**config.mk**
```make
export PLATFORM = sky130hd
export DESIGN_NAME = net_resolver
export DESIGN_NICKNAME = d
export VERILOG_FILES = /design/src/rtl/net_resolver_pkg.sv /design/src/rtl/net_resolver_lane.sv /design/src/rtl/net_resolver.sv
export SDC_FILE = /design/constraint.sdc
export NUM_CORES = 1
export LEC_CHECK = 0
export CAP_MARGIN = 10
export CORE_ASPECT_RATIO = 1.4
export CORE_MARGIN = 2
export CORE_UTILIZATION = 42
export CTS_CLUSTER_SIZE = 30
export DETAILED_ROUTE_END_ITERATION = 12
export DONT_BUFFER_PORTS = 1
export PLACE_DENSITY = 0.57
export SYNTH_ARGS = -nofsm -noshare
export SYNTH_HDL_FRONTEND = slang
export SYNTH_HIERARCHICAL = 1
export SYNTH_SLANG_ARGS = --single-unit
```
**constraint.sdc**
```tcl
create_clock -name clk -period 1.1 [get_ports clk]
set_input_delay 0.22 -clock clk [delete_from_list [all_inputs] [get_ports clk]]
set_output_delay 0.22 -clock clk [all_outputs]
set_load 0.01 [all_outputs]
```
**src/rtl/net_resolver_pkg.sv**
```systemverilog
// Shared constants and the per-bit resolution function for the multi-driver net model.
// Drivers are packed into a MAX_DRIVERS-wide vector; unused positions are never enabled.
package net_resolver_pkg;

  localparam int MODE_TRI    = 0;
  localparam int MODE_WOR    = 1;
  localparam int MODE_WAND   = 2;
  localparam int MAX_DRIVERS = 32;

  typedef struct packed {
    logic val;
    logic z;
    logic conflict;
  } bit_res_t;

  // Undriven bits report val=0; the caller decides whether charge is held.
  function automatic bit_res_t resolve_bit(
    input int                     mode,
    input logic [MAX_DRIVERS-1:0] en_vec,
    input logic [MAX_DRIVERS-1:0] data_vec
  );
    bit_res_t r;
    logic     any_en;
    logic     any_one;
    logic     any_zero;
    any_en     = |en_vec;
    any_one    = |(en_vec & data_vec);
    any_zero   = |(en_vec & ~data_vec);
    r.z        = ~any_en;
    r.val      = 1'b0;
    r.conflict = 1'b0;
    case (mode)
      MODE_TRI: begin
        r.val      = any_one;
        r.conflict = any_one & any_zero;
      end
      MODE_WOR: begin
        r.val = any_one;
      end
      MODE_WAND: begin
        r.val = any_en & ~any_zero;
      end
      default: begin
        r.val      = 1'b0;
        r.conflict = 1'b0;
      end
    endcase
    return r;
  endfunction

endpackage

```
**src/rtl/net_resolver_lane.sv**
```systemverilog
// Combinational resolution of a single bit position across all driver channels.
module net_resolve_lane
  import net_resolver_pkg::*;
#(
  parameter int NUM_DRIVERS = 3,
  parameter int MODE        = MODE_WOR
) (
  input  logic [NUM_DRIVERS-1:0] en,
  input  logic [NUM_DRIVERS-1:0] data,
  output logic                   val,
  output logic                   z,
  output logic                   conflict
);

  logic [MAX_DRIVERS-1:0] en_pad_s;
  logic [MAX_DRIVERS-1:0] data_pad_s;
  bit_res_t               res_s;

  // Zero-extend the driver vectors and resolve the bit.
  always_comb begin
    en_pad_s                     = {MAX_DRIVERS{1'b0}};
    data_pad_s                   = {MAX_DRIVERS{1'b0}};
    en_pad_s[NUM_DRIVERS-1:0]    = en;
    data_pad_s[NUM_DRIVERS-1:0]  = data;
    res_s                        = resolve_bit(MODE, en_pad_s, data_pad_s);
  end

  assign val      = res_s.val;
  assign z        = res_s.z;
  assign conflict = res_s.conflict;

endmodule

```
**src/rtl/net_resolver.sv**
```systemverilog
// Registered multi-driver net resolver with per-bit z flags and contention statistics.
// All resolution is done by one net_resolve_lane per bit; this level only holds state.
module net_resolver
  import net_resolver_pkg::*;
#(
  parameter int WIDTH       = 8,
  parameter int NUM_DRIVERS = 3,
  parameter int MODE        = 1,
  parameter int CHARGE_HOLD = 0,
  parameter int CNT_W       = 8
) (
  input  logic                         clk,
  input  logic                         rst,
  input  logic                         in_valid,
  input  logic [NUM_DRIVERS-1:0]       drv_en,
  input  logic [NUM_DRIVERS*WIDTH-1:0] drv_data,
  input  logic                         clear_stats,
  output logic                         out_valid,
  output logic [WIDTH-1:0]             out_data,
  output logic [WIDTH-1:0]             out_z,
  output logic                         contention,
  output logic [CNT_W-1:0]             contention_count,
  output logic                         sticky_contention
);

  if (MODE > 2) begin : g_bad_mode
    $fatal(1, "net_resolver: illegal MODE %0d", MODE);
  end
  if ((NUM_DRIVERS < 1) || (NUM_DRIVERS > MAX_DRIVERS)) begin : g_bad_drivers
    $fatal(1, "net_resolver: NUM_DRIVERS %0d out of range", NUM_DRIVERS);
  end

  localparam logic [CNT_W-1:0] CNT_MAX  = {CNT_W{1'b1}};
  localparam logic [CNT_W-1:0] CNT_ZERO = {CNT_W{1'b0}};
  localparam logic [CNT_W-1:0] CNT_ONE  = CNT_W'(1'b1);

  logic [WIDTH-1:0] res_val_s;
  logic [WIDTH-1:0] res_z_s;
  logic [WIDTH-1:0] conflict_s;
  logic             contention_s;
  logic [WIDTH-1:0] data_nxt_s;
  logic [CNT_W-1:0] count_base_s;
  logic [CNT_W-1:0] count_nxt_s;
  logic             sticky_base_s;
  logic             sticky_nxt_s;

  logic             valid_r;
  logic [WIDTH-1:0] data_r;
  logic [WIDTH-1:0] z_r;
  logic             contention_r;
  logic [CNT_W-1:0] count_r;
  logic             sticky_r;

  for (genvar b = 0; b < WIDTH; b++) begin : g_lane
    logic [NUM_DRIVERS-1:0] lane_data_s;
    for (genvar i = 0; i < NUM_DRIVERS; i++) begin : g_drv
      assign lane_data_s[i] = drv_data[i*WIDTH + b];
    end
    net_resolve_lane #(
      .NUM_DRIVERS(NUM_DRIVERS),
      .MODE       (MODE)
    ) u_lane (
      .en      (drv_en),
      .data    (lane_data_s),
      .val     (res_val_s[b]),
      .z       (res_z_s[b]),
      .conflict(conflict_s[b])
    );
  end

  assign contention_s = |conflict_s;

  // Undriven bits either keep their charge or fall to 0.
  always_comb begin
    data_nxt_s = res_val_s;
    if (CHARGE_HOLD != 0) begin
      data_nxt_s = (res_val_s & ~res_z_s) | (data_r & res_z_s);
    end else begin
      data_nxt_s = res_val_s & ~res_z_s;
    end
  end

  // Statistics: a same-cycle clear is applied before this cycle's event is counted.
  always_comb begin
    count_base_s  = count_r;
    sticky_base_s = sticky_r;
    if (clear_stats) begin
      count_base_s  = CNT_ZERO;
      sticky_base_s = 1'b0;
    end else begin
      count_base_s  = count_r;
      sticky_base_s = sticky_r;
    end
    count_nxt_s  = count_base_s;
    sticky_nxt_s = sticky_base_s;
    if (in_valid && contention_s) begin
      sticky_nxt_s = 1'b1;
      if (count_base_s != CNT_MAX) begin
        count_nxt_s = count_base_s + CNT_ONE;
      end else begin
        count_nxt_s = count_base_s;
      end
    end else begin
      count_nxt_s  = count_base_s;
      sticky_nxt_s = sticky_base_s;
    end
  end

  // Output word, z flags and statistics registers.
  always_ff @(posedge clk) begin
    if (rst) begin
      valid_r      <= 1'b0;
      data_r       <= {WIDTH{1'b0}};
      z_r          <= {WIDTH{1'b1}};
      contention_r <= 1'b0;
      count_r      <= CNT_ZERO;
      sticky_r     <= 1'b0;
    end else begin
      valid_r  <= in_valid;
      count_r  <= count_nxt_s;
      sticky_r <= sticky_nxt_s;
      if (in_valid) begin
        data_r       <= data_nxt_s;
        z_r          <= res_z_s;
        contention_r <= contention_s;
      end
    end
  end

  assign out_valid         = valid_r;
  assign out_data          = data_r;
  assign out_z             = z_r;
  assign contention        = contention_r;
  assign contention_count  = count_r;
  assign sticky_contention = sticky_r;

endmodule

```
==> impl_metrics.toml, run 1 <==
[status]
outcome = "complete, no violations"

[logic_synthesis]
ys_top_cells_by_count = "27 x dfxtp_1, 20 x nor2_1, 19 x nor2b_1, 15 x a21oi_1, 10 x nor3_1"
synth_fp_nets = 197
syn_area_um2 = 1360
netlist_top_cells_area = "dfxtp_1 40%, nor2b_1 8.7%, a222oi_1 5.9%"
synth_top_area_frac = 0.396
postSynth.asyncResetShare = 0
synth_area_per_cell_um2 = 8.22
synth_most_common_cell = "dfxtp_1"
syn-instance-count = 166
ys.warnings.count = 6
synth-edff-count = 0
ys.flop_type = "dfxtp_1"
ys_types = 34
ys_seq_elements = 27
seq_area_frac_synth = 0.396
yosysTopAreaCell = "dfxtp_1"

[timing]
drv_slew = 0
period_minus_slack_ps = 1010
setup-tns-final_ps = 0
hold_ws_ps = 17.5
fin_crit_sh = 0.922
rsz0062_at_grt = "no"
clock.fmax_mhz = 986
tightest_slew_ps = 569
relSlewSlack = 0.620
hold_viol_final = 0
clock_skew_ps = 0
setup_viol = 0

[final_layout]
seq_area_um2 = 541
nets = 195
multiInputGateArea_um2 = 709
synthToLayoutAreaGrowth_pct = 4.95
final_cell_area_um2 = 1430
fillers = 327
drive_gt1_frac = 0.0736
antennaDiodeCount = 0

[drt]
drt_iter0_markers = 24
drt_first_pass_iters = 4
routed_wl_um = 3300
vias = 1139
drcViolationCount = 0
drtAntennaViolNets = 0
wl_per_cell_um = 16.3
viasPerCell = 5.64

[critical_path]
path_delay_family = "flip-flops"
crit_slowest_cell = "dfxtp_1"
worstPathRequired_ps = 880
rrSetupSlack_ps = 290
reg2regPathDepth = 2
worstPathMaxFanout = 3
worst_path_largest_cell_delay_ps = 370
timing.rr.end = "contention_count[1]$_SDFF_PP0_"
path_class = "reg -> out"
critPathLaunchType = "register"
timing.rr.start = "contention_count[1]$_SDFF_PP0_"
crit_path_end_kind = "output pin"
arrival_ps = 790
crit_buf_inv = 1
cp_cell_sequence = "buf_4"

[placement]
portBuffers = 0
placed_area_um2 = 1360
hpwl_um = 2240
place.gp.congestion = 0.666

[clock_network]
cts_setup_buffers = 0
clkSinkCount = 27
cts.path.max_buffers = 2
h-tree-depth = 1
clockRootBuffer = "clkbuf_8"
cts_buffers = 3
clkLatencyLatePin_ps = 270
cts_tree = "done"
cts_resized = 0
path_clk_slew_ps = 90

[grt]
grt_pass1_vias = 1100
grt-ovfl-total = 0
grt.total_usage = 0.173
grt_pass1_wl_um = 4920
grt_start_max_net_pins = 30
grt_antenna_before_repair = 0

[floorplan]
rows = 24
dieWidth_um = 52.2
core_region_area_um2 = 3120
die_h_um = 71.4
start_util = 0.437
die-area_um2 = 3730
io_pins = 58

[hold_path]
hp-class = "in -> reg"
hold_depth = 1
min_to = "out_data[3]$_SDFFE_PP0P_"
worstHoldStart = "rst"

[job]
max_cap_violations = 0

[power_and_ir_drop]
power.total_mw = 1.82
p_per_area_nw_per_um2 = 1270
ir_worst_vdd_uv = 562
p_leak_nw = 0.570
[kinds of logic after synthesis]
kind of cell           synth area share
AND/OR/NAND/NOR                   0.273
AO/OA/AOI/OAI                     0.217
buffers and inverters            0.0835
other                            0.0220
multiplexers                    0.00734
flip-flops                        0.396
[power by group]
group	switching (mW)	leakage [nW]	internal (mW)	total (mW)
Clock	0.306	0.0255	0.254	0.559
Combinational	0.0852	0.322	0.0960	0.181
Sequential	0.0549	0.223	1.03	1.08
[cell usage in the layout (no fill, tap or decap), types with 2 or more instances in the layout]
master         netlist  final
nor4_1               2      2
o21bai_1             9      9
clkbuf_8             0      3
a21oi_1             15     15
nand2_1              5      5
a222oi_1             8      8
dlygate4sd3_1        0      3
nor2_1              20     20
nand2b_1             2      2
a31oi_1              2      2
inv_1                9      9
conb_1               8      8
nor2b_1             19     19
dfxtp_1             27     27
buf_4                8      3
nor3_1              10     10
[per-layer routing]
| metal | up-vias | global-route usage | wire, um |
|---|---|---|---|
| met3 | 2 | 0.0354 | 192 |
| met1 | 535 | 0.181 | 1280 |
| met2 | 40 | 0.329 | 1800 |
| li1 | 562 | - | - |
| met4 | 0 | 0.0598 | 22 |
| met5 | - | 0 | 0 |
[flip-flops by register name (all words and copies together) (netlist names)]
name / count
sticky_contention: 1
contention: 1
out_valid: 1
contention_count: 8
out_data: 8
out_z: 8
[repair_timing]
action                                  in CTS  in global routing
endpoints found under the setup margin       0                  0
hold endpoints to repair                     4                  5
hold buffers                                 1                  2
[through the flow]
stage,utilization,worst slack (ps),instances
2_1_floorplan,-,124,166
3_3_place_gp,0.434,167,195
3_5_place_dp,0.434,153,195
5_1_grt,0.458,41.9,202
4_1_cts,0.452,76.3,200
6_report,0.458,85.5,202
[how the worst max path moves through the flow]
stage / startpoint / endpoint / slack [ps] / depth (start not counted)
floorplan: in_valid / out_data[0]$_SDFFE_PP0P_ / 120 / 5
global placement: drv_en[0] / out_data[3]$_SDFFE_PP0P_ / 170 / 4
detailed placement: drv_en[0] / out_data[3]$_SDFFE_PP0P_ / 150 / 4
CTS: contention_count[2]$_SDFF_PP0_ / contention_count[2] / 80 / 1
global route: contention_count[2]$_SDFF_PP0_ / contention_count[2] / 40 / 1
finish: contention_count[2]$_SDFF_PP0_ / contention_count[2] / 90 / 1
[layout make-up]
type,count,area share
Multi-Input combinational cell,117,0.496
Timing Repair Buffer,6,0.0367
Inverter,9,0.0236
Sequential cell,27,0.378
Clock buffer,3,0.0288
Clock inverter,1,0.00350
Tap cell,39,0.0341
No activity file was read; power rests on OpenSTA's default activity.
==> run 2, diff against run 1 <==
--- a/config.mk
+++ b/config.mk
@@ -9,10 +9,10 @@
 export CORE_ASPECT_RATIO = 1.4
 export CORE_MARGIN = 2
 export CORE_UTILIZATION = 42
-export CTS_CLUSTER_SIZE = 30
 export DETAILED_ROUTE_END_ITERATION = 12
 export DONT_BUFFER_PORTS = 1
 export PLACE_DENSITY = 0.57
+export REMOVE_ABC_BUFFERS = 1
 export SYNTH_ARGS = -nofsm -noshare
 export SYNTH_HDL_FRONTEND = slang
 export SYNTH_HIERARCHICAL = 1
==> impl_metrics.toml, run 2 (same netlist as run 1, synthesis figures left out) <==
[critical_path]
path_delay_family = "flip-flops"
cp_cell_sequence = "buf_4"
worstPathRequired_ps = 880
crit_buf_inv = 1
path_class = "reg -> out"
rrSetupSlack_ps = 260
crit_slowest_cell = "dfxtp_1"
worst_path_largest_cell_delay_ps = 340
critPathLaunchType = "register"
crit_path_end_kind = "output pin"
arrival_ps = 760
worstPathMaxFanout = 5

[timing]
drv_slew = 0
clock.fmax_mhz = 1020
worst_slack_ps = 124
tightest_slew_ps = 528
relSlewSlack = 0.648
period_minus_slack_ps = 976
hold_ws_ps = 21.2
clock_skew_ps = 0
fin_crit_sh = 0.888
hold_viol_final = 0
setup-tns-final_ps = 0
rsz0062_at_grt = "no"
setup_viol = 0

[clock_network]
path_clk_slew_ps = 80
clkLatencyLatePin_ps = 270
cts_tree = "done"
cts_buffers = 3
clockRootBuffer = "clkbuf_8"
h-tree-depth = 1
cts.path.max_buffers = 2
cts_setup_buffers = 0
clkSinkCount = 27
cts_resized = 0
ctsHoldBuffers = 1

[placement]
portBuffers = 0
placed_area_um2 = 1360
place.gp.congestion = 0.688
hpwl_um = 2120
post-place-ws_ps = 178

[power_and_ir_drop]
switching_share = 0.240
p_leak_nw = 0.566
pwr-share-comb = 0.097
p_per_area_nw_per_um2 = 1270
power_frac_seq = 0.599
intPower_mw = 1.38
clkPwrFrac = 0.304
p_sw_mw = 0.435
ir_worst_vdd_uv = 906

[grt]
grt.total_usage = 0.168
grt_antenna_before_repair = 0
grt-ovfl-total = 0
grt_start_max_net_pins = 30
grt_pass1_wl_um = 4920
grt_pass1_vias = 1093

[drt]
drtAntennaViolNets = 0
routed_wl_um = 3030
vias = 1142
wl_per_cell_um = 15.1
drt_first_pass_iters = 4
viasPerCell = 5.68
drt_iter0_markers = 36
drcViolationCount = 0

[floorplan]
die_h_um = 71.4
die-area_um2 = 3730
rows = 24
start_util = 0.437
core_region_area_um2 = 3120
io_pins = 58
dieWidth_um = 52.2

[job]
max_cap_violations = 0

[final_layout]
antennaDiodeCount = 0
synthToLayoutAreaGrowth_pct = 4.22
final_common_cell = "dfxtp_1"
drive_gt1_frac = 0.0741
final_cell_area_um2 = 1420
nets = 194
final_cell_mix = "27 x dfxtp_1, 20 x nor2_1, 19 x nor2b_1"

[hold_path]
hp-class = "in -> reg"

[status]
outcome = "complete, no violations"
run 2: changes by cell type in the layout (fill, tap and decap cells not counted), sizes merged:
cell         before  now
dlygate4sd3       3    2
run 2: final cells by class:
cell class                      count  area [um2]
Clock inverter                      1        5.00
Sequential cell                    27         541
Fill cell                         340        1700
Tap cell                           39        48.8
Timing Repair Buffer                5        42.5
Clock buffer                        3        41.3
Inverter                            9        33.8
Multi-Input combinational cell    117         709
run 2: path summary, 6_finish.rpt:
check | startpoint | to | cells after the start
worst max-delay path | contention_count[0]$_SDFF_PP0_ | contention_count[0] | 1
worst min-delay path | rst | out_data[6]$_SDFFE_PP0P_ | 1
worst max register to register | contention_count[2]$_SDFF_PP0_ | contention_count[2]$_SDFF_PP0_ | 3
worst min register to register | contention_count[5]$_SDFF_PP0_ | contention_count[5]$_SDFF_PP0_ | 2
run 2: layer usage:
layer	vias to the layer above	wire length, um	GRT usage
li1	558	-	-
met1	524	1260	0.209
met2	58	1520	0.284
met3	2	241	0.0438
met4	0	12	0.0456
met5	-	0	0
run 2: power by group through the flow:
stage	clock (mW)	combinational, mW	sequential [mW]
detailed placement	0	0.162	1.11
global placement	0	0.157	1.11
global route	0.609	0.203	1.09
finish	0.550	0.176	1.08
CTS	0.570	0.166	1.09
floorplan	0	0.136	1.10
run 2: through the flow:
stage | std cells | util | power, mW
final | 201 | 0.455 | 1.81
after detailed placement | 195 | 0.434 | 1.27
after global placement | 195 | 0.434 | 1.26
after floorplan | 153 | - | 1.24
after global routing | 201 | 0.455 | 1.90
after CTS | 200 | 0.452 | 1.82
